[src/rtl/fifo_uart_tx_pkg.sv]
// Shared types and constants for the FIFO-fed UART transmitter.
// Imported by the top and by the bit timer.
package fifo_uart_tx_pkg;

    localparam int DATA_W          = 8;
    localparam int UART_FRAME_BITS = 10;
    localparam int BIT_IDX_W       = 3;

    typedef enum logic [2:0] {
        REQ,
        WAIT,
        START,
        DATA,
        STOP
    } tx_state_t;

endpackage

[src/rtl/fifo_uart_tx_bit_timer.sv]
// Per-bit clock divider: counts CLKS_PER_BIT cycles, pulses bit_done.
// Shared with the future RX side.
module uart_bit_timer #(
    parameter int CLKS_PER_BIT = 16
) (
    input  logic clk,
    input  logic rst,
    input  logic clear,
    output logic bit_done
);

    import fifo_uart_tx_pkg::*;

    localparam int CNT_W = (CLKS_PER_BIT > 1) ? $clog2(CLKS_PER_BIT) : 1;
    localparam logic [CNT_W-1:0] LAST = CNT_W'(CLKS_PER_BIT - 1);

    logic [CNT_W-1:0] cnt;

    always_ff @(posedge clk) begin
        if (!rst) begin
            cnt <= '0;
        end else if (clear || bit_done) begin
            cnt <= '0;
        end else begin
            cnt <= cnt + CNT_W'(1);
        end
    end

    assign bit_done = !clear && (cnt == LAST);

endmodule

[src/rtl/fifo_uart_tx.sv]
// Drains the byte FIFO and sends each byte as an 8N1 UART frame.
// A new byte is fetched only after the previous stop bit ends.
module fifo_uart_tx #(
    parameter int CLKS_PER_BIT = 16,
    parameter int DATA_W       = 8
) (
    input  logic              clk,
    input  logic              rst,
    input  logic              fifo_empty,
    input  logic              fifo_wr,
    input  logic [DATA_W-1:0] fifo_data,
    output logic              fifo_rd,
    output logic              tx,
    output logic              busy
);

    import fifo_uart_tx_pkg::*;

    localparam logic [BIT_IDX_W-1:0] LAST_BIT = BIT_IDX_W'(DATA_W - 1);

    tx_state_t             state;
    tx_state_t             state_next;
    logic [DATA_W-1:0]     shift;
    logic [BIT_IDX_W-1:0]  bit_idx;
    logic                  bit_done;
    logic                  timer_clear;
    logic                  rd_ok;

    // Write has priority in the FIFO, so a rd is only safe when wr is low.
    assign rd_ok = !fifo_empty && !fifo_wr;

    uart_bit_timer #(
        .CLKS_PER_BIT(CLKS_PER_BIT)
    ) u_timer (
        .clk     (clk),
        .rst     (rst),
        .clear   (timer_clear),
        .bit_done(bit_done)
    );

    always_ff @(posedge clk) begin
        if (!rst) begin
            state <= REQ;
        end else begin
            state <= state_next;
        end
    end

    always_comb begin
        state_next = state;
        unique case (state)
            REQ:     if (rd_ok) state_next = WAIT;
            WAIT:    state_next = START;
            START:   if (bit_done) state_next = DATA;
            DATA: begin
                if (bit_done && (bit_idx == LAST_BIT)) begin
                    state_next = STOP;
                end
            end
            STOP:    if (bit_done) state_next = REQ;
            default: state_next = REQ;
        endcase
    end

    always_comb begin
        fifo_rd     = 1'b0;
        busy        = 1'b0;
        timer_clear = 1'b0;
        unique case (state)
            REQ: begin
                fifo_rd     = rst && rd_ok;
                timer_clear = 1'b1;
            end
            WAIT: begin
                busy        = rst;
                timer_clear = 1'b1;
            end
            START, DATA, STOP: busy = rst;
            default: timer_clear = 1'b1;
        endcase
    end

    // tx is registered so the line never glitches between bits.
    always_ff @(posedge clk) begin
        if (!rst) begin
            tx      <= 1'b1;
            shift   <= '0;
            bit_idx <= '0;
        end else begin
            unique case (state)
                REQ: begin
                    tx      <= 1'b1;
                    bit_idx <= '0;
                end
                WAIT: begin
                    shift <= fifo_data;
                    tx    <= 1'b0;
                end
                START: begin
                    if (bit_done) tx <= shift[0];
                end
                DATA: begin
                    if (bit_done) begin
                        if (bit_idx == LAST_BIT) begin
                            tx <= 1'b1;
                        end else begin
                            shift   <= shift >> 1;
                            tx      <= shift[1];
                            bit_idx <= bit_idx + BIT_IDX_W'(1);
                        end
                    end
                end
                STOP:    tx <= 1'b1;
                default: tx <= 1'b1;
            endcase
        end
    end

endmodule

[config.mk]
export PLATFORM = sky130hd
export DESIGN_NAME = fifo_uart_tx
export DESIGN_NICKNAME = d
export VERILOG_FILES = /design/src/rtl/fifo_uart_tx_pkg.sv /design/src/rtl/fifo_uart_tx_bit_timer.sv /design/src/rtl/fifo_uart_tx.sv
export SDC_FILE = /design/constraint.sdc
export NUM_CORES = 1
export LEC_CHECK = 0
export CORE_MARGIN = 2
export CORE_UTILIZATION = 56
export CTS_CLUSTER_DIAMETER = 30
export DETAILED_ROUTE_END_ITERATION = 10
export PLACE_DENSITY = 0.83
export SETUP_SLACK_MARGIN = 0.05
export SLEW_MARGIN = 15
export SYNTH_ARGS = -nofsm -noshare
export SYNTH_HDL_FRONTEND = slang
export SYNTH_SLANG_ARGS = --single-unit
[constraint.sdc]
create_clock -name clk -period 4.2 [get_ports clk]
set_input_delay 0.63 -clock clk [delete_from_list [all_inputs] [get_ports clk]]
set_output_delay 0.63 -clock clk [all_outputs]
set_load 0.005 [all_outputs]
==> results.py <==
metrics = {
    "status": {
        "status": "finished clean",
    },
    "layout": {
        "layout-drive-gt1-share_pct": 7.20,
        "area_growth_syn_to_layout_pct": 13.8,
        "layout.area.seq_um2": 380,
        "most_frequent_cells_in_the_layout": "dfxtp_1, nand3_1, clkdlybuf4s50_1",
        "mostFrequentLayoutCell": "dfxtp_1",
        "final.fill_count": 151,
        "finish.net_count": 141,
        "insertedDiodeCount": 0,
        "multi_input_area_um2": 574,
    },
    "sta": {
        "finalHoldViolCount": 0,
        "post_route_clock_skew_ns": 0.0105,
        "grt_setup_unrepaired": "false",
        "maxSlewViolCount": 0,
        "achievable-frequency_ghz": 0.374,
        "period_share_pct": 63.6,
        "finalSetupViolCount": 0,
        "shortest_clock_period_the_worst_path_allows_after_layout_ns": 2.67,
        "worst_margin_slew_ns": 0.729,
        "worst_slack_ns": 1.53,
        "final.setup.tns_ns": 0,
        "timing.max_slew.rel_slack_pct": 51.3,
    },
    "setup_path": {
        "cp_top_family": "flip-flops",
        "rr_worst_depth": 3,
        "path_max_fanout": 24,
        "regToRegSetupSlack_ns": 2.43,
        "critical-path-slowest-cell": "dfxtp_1",
        "critical_path_buf_inv_count": 1,
        "worst_r2r_endpoint": "bit_idx[0]",
        "cpPeakStageDelay_ns": 0.56,
        "endpoint": "busy",
        "critPathKind": "flop to primary output",
        "critical_path_cell_count": 3,
        "setup.worst_path.start": "state[1]",
        "critPathCaptureType": "primary output",
        "cp.arrival_ns": 2.04,
        "r2r-start": "state[1]",
        "cp-start-kind": "flop",
        "required_ns": 3.57,
        "cp_cell_sequence": "nor3b_1 -> o21a_1 -> clkdlybuf4s50_1",
    },
    "run": {
        "max-cap-violations": 0,
    },
    "clocking": {
        "post_cts_buffers": 0,
        "cts_buffers": 3,
        "clock_insertion_delay_worst_skew_ns": 0.31,
        "ctsLongestPathBuffers": 2,
        "htreeDepth": 1,
        "holdBufCountCts": 0,
        "post_cts_resized": 0,
        "path_clk_slew_ns": 0.11,
        "clock_tree_from_tritoncts": "built",
        "clk_root_buffer_cell": "clkbuf_4",
        "clock_sink_count": 19,
    },
    "floorplanning": {
        "top_level_ports": 15,
        "chipHeight_um": 46.8,
        "initial_utilization_pct": 59.3,
        "row_count": 15,
        "die_x_um": 46.8,
        "design.die.area_um2": 2190,
        "fp.coreArea_um2": 1730,
    },
    "route": {
        "met2WireLength_um": 1080,
        "drc_errors": 0,
        "m1WireLength_um": 998,
        "detail_route.wl_per_cell_um": 14.7,
        "wirelength_um": 2200,
        "top_layer_used": "met4",
        "vias_per_cell": 5.99,
        "drt_iter0_drc": 31,
        "antenna_left": 0,
        "met3_wirelength_um": 100,
        "drt_pass1_iterations": 4,
        "detailroute.via_count": 899,
    },
    "pwr": {
        "ir_drop_uv": 158,
        "seqPwrFrac_pct": 60.3,
        "power_density_nw_per_um2": 275,
        "p_switching_uw": 79.2,
        "comb_power_share_pct": 10.4,
        "power.share.clock_pct": 29.3,
        "power_report.internal_total_uw": 241,
        "power_switching_share_pct": 24.7,
        "static-leakage-power_uw": 0.000439,
    },
    "logic_synthesis": {
        "synth_top_cells_by_area": "dfxtp_1, nand3_1, and4bb_1, a21oi_1, a31oi_1",
        "netlist-cell-type-count": 37,
        "ys.warnings.count": 0,
        "seq_area_frac_synth_pct": 37.2,
        "ys_seq_elements": 19,
        "synth.top_cell.area_share_pct": 37.2,
        "synth_largest_area_cell": "dfxtp_1",
        "ys_async_sr_fraction_pct": 0,
        "synth_enable_flop_cells": 0,
        "synth_nets": 130,
        "synth_cells": 115,
        "postSynth.topFlopCell": "dfxtp_1",
        "synth_area_per_cell_um2": 8.90,
        "mapped_cell_area_um2": 1020,
    },
    "placed_design": {
        "gp_congestion": 0.785,
        "dp_slack_ns": 1.56,
        "post_dp_hpwl_um": 1560,
        "portbufs": 14,
    },
    "global_route": {
        "grtUsageTotal_pct": 21.7,
        "grt_first_pass_wirelength_um": 3440,
        "maximum_number_of_pins_on_one_net_before_global_route_repair": 25,
        "vias_in_the_first_global_route": 801,
        "globalRoute.totalOverflow": 0,
        "grt_antenna_before_repair": 0,
    },
    "hold_path": {
        "holdCritPathClass": "flop to flop",
    },
}
## through the flow
step	utilization [%]	std cells	cell area [µm²]	hold WS (ns)	total power, µW
4_1_cts	67.5	150	1160	0.461	319
3_3_place_gp	65.9	146	1140	0.431	229
2_1_floorplan	-	115	1020	0.418	215
5_1_grt	67.5	150	1160	0.483	333
3_5_place_dp	65.9	146	1140	0.443	231
6_report	67.5	150	1160	0.458	321
## worst min path at each step
stage | cells after the start | from | endpoint | slack, ns
finish | 1 | u_timer.cnt[0] | u_timer.cnt[0] | 0.46
global route | 1 | u_timer.cnt[0] | u_timer.cnt[0] | 0.48
CTS | 1 | u_timer.cnt[0] | u_timer.cnt[0] | 0.46
detailed placement | 1 | u_timer.cnt[0] | u_timer.cnt[0] | 0.44
global placement | 1 | u_timer.cnt[0] | u_timer.cnt[0] | 0.43
floorplan | 1 | u_timer.cnt[0] | u_timer.cnt[0] | 0.42
## synthesized netlist by cell type, types with 2 or more instances
cell / number
inv_1: 3
nand2b_1: 2
nand3_1: 17
o21ai_0: 2
a32o_2: 2
nor2_1: 9
and4bb_1: 5
nor4bb_1: 3
nand2_1: 2
nor3b_1: 2
a21oi_1: 11
buf_6: 3
ha_1: 3
a31oi_1: 7
dfxtp_1: 19
buf_2: 4
## power by group through the flow
stage | logic, µW | registers (µW) | clock network [µW]
6_report | 33.5 | 193 | 93.9
4_1_cts | 33.7 | 193 | 92.5
5_1_grt | 36.9 | 194 | 102
2_1_floorplan | 22.1 | 193 | 0
3_5_place_dp | 33.5 | 197 | 0
3_3_place_gp | 32.3 | 197 | 0
## metal layers
layer  vias to the layer above  GRT usage (%)
met5                         -              0
met4                         0           6.67
met3                         3           2.31
met2                        22           38.9
met1                       426           27.6
li1                        448              -
## logic make-up (layout without fill, tap and decap cells)
group	after synthesis	in the layout	share of synthesized area, %
buf+inv	11	21	6.72
fa+ha+maj	3	3	3.67
xor+xnor	2	2	1.71
simple gates	49	49	30.9
compound gates	30	30	18.8
mux	1	1	0.978
flops	19	19	37.2
## area by class of cell
class | count | area share [%]
multi-input combinational | 85 | 49.3
sequential | 19 | 32.7
timing repair buffer | 14 | 12.0
tap | 25 | 2.69
clock buffer | 3 | 1.93
inverter | 3 | 0.967
clock inverter | 1 | 0.430
## flip-flops by register name (all words and copies together), names as in the netlist
register,cells
bit_idx,3
shift,8
u_timer.cnt,4
tx,1
state,3
Power figures use the tool's default switching activity.
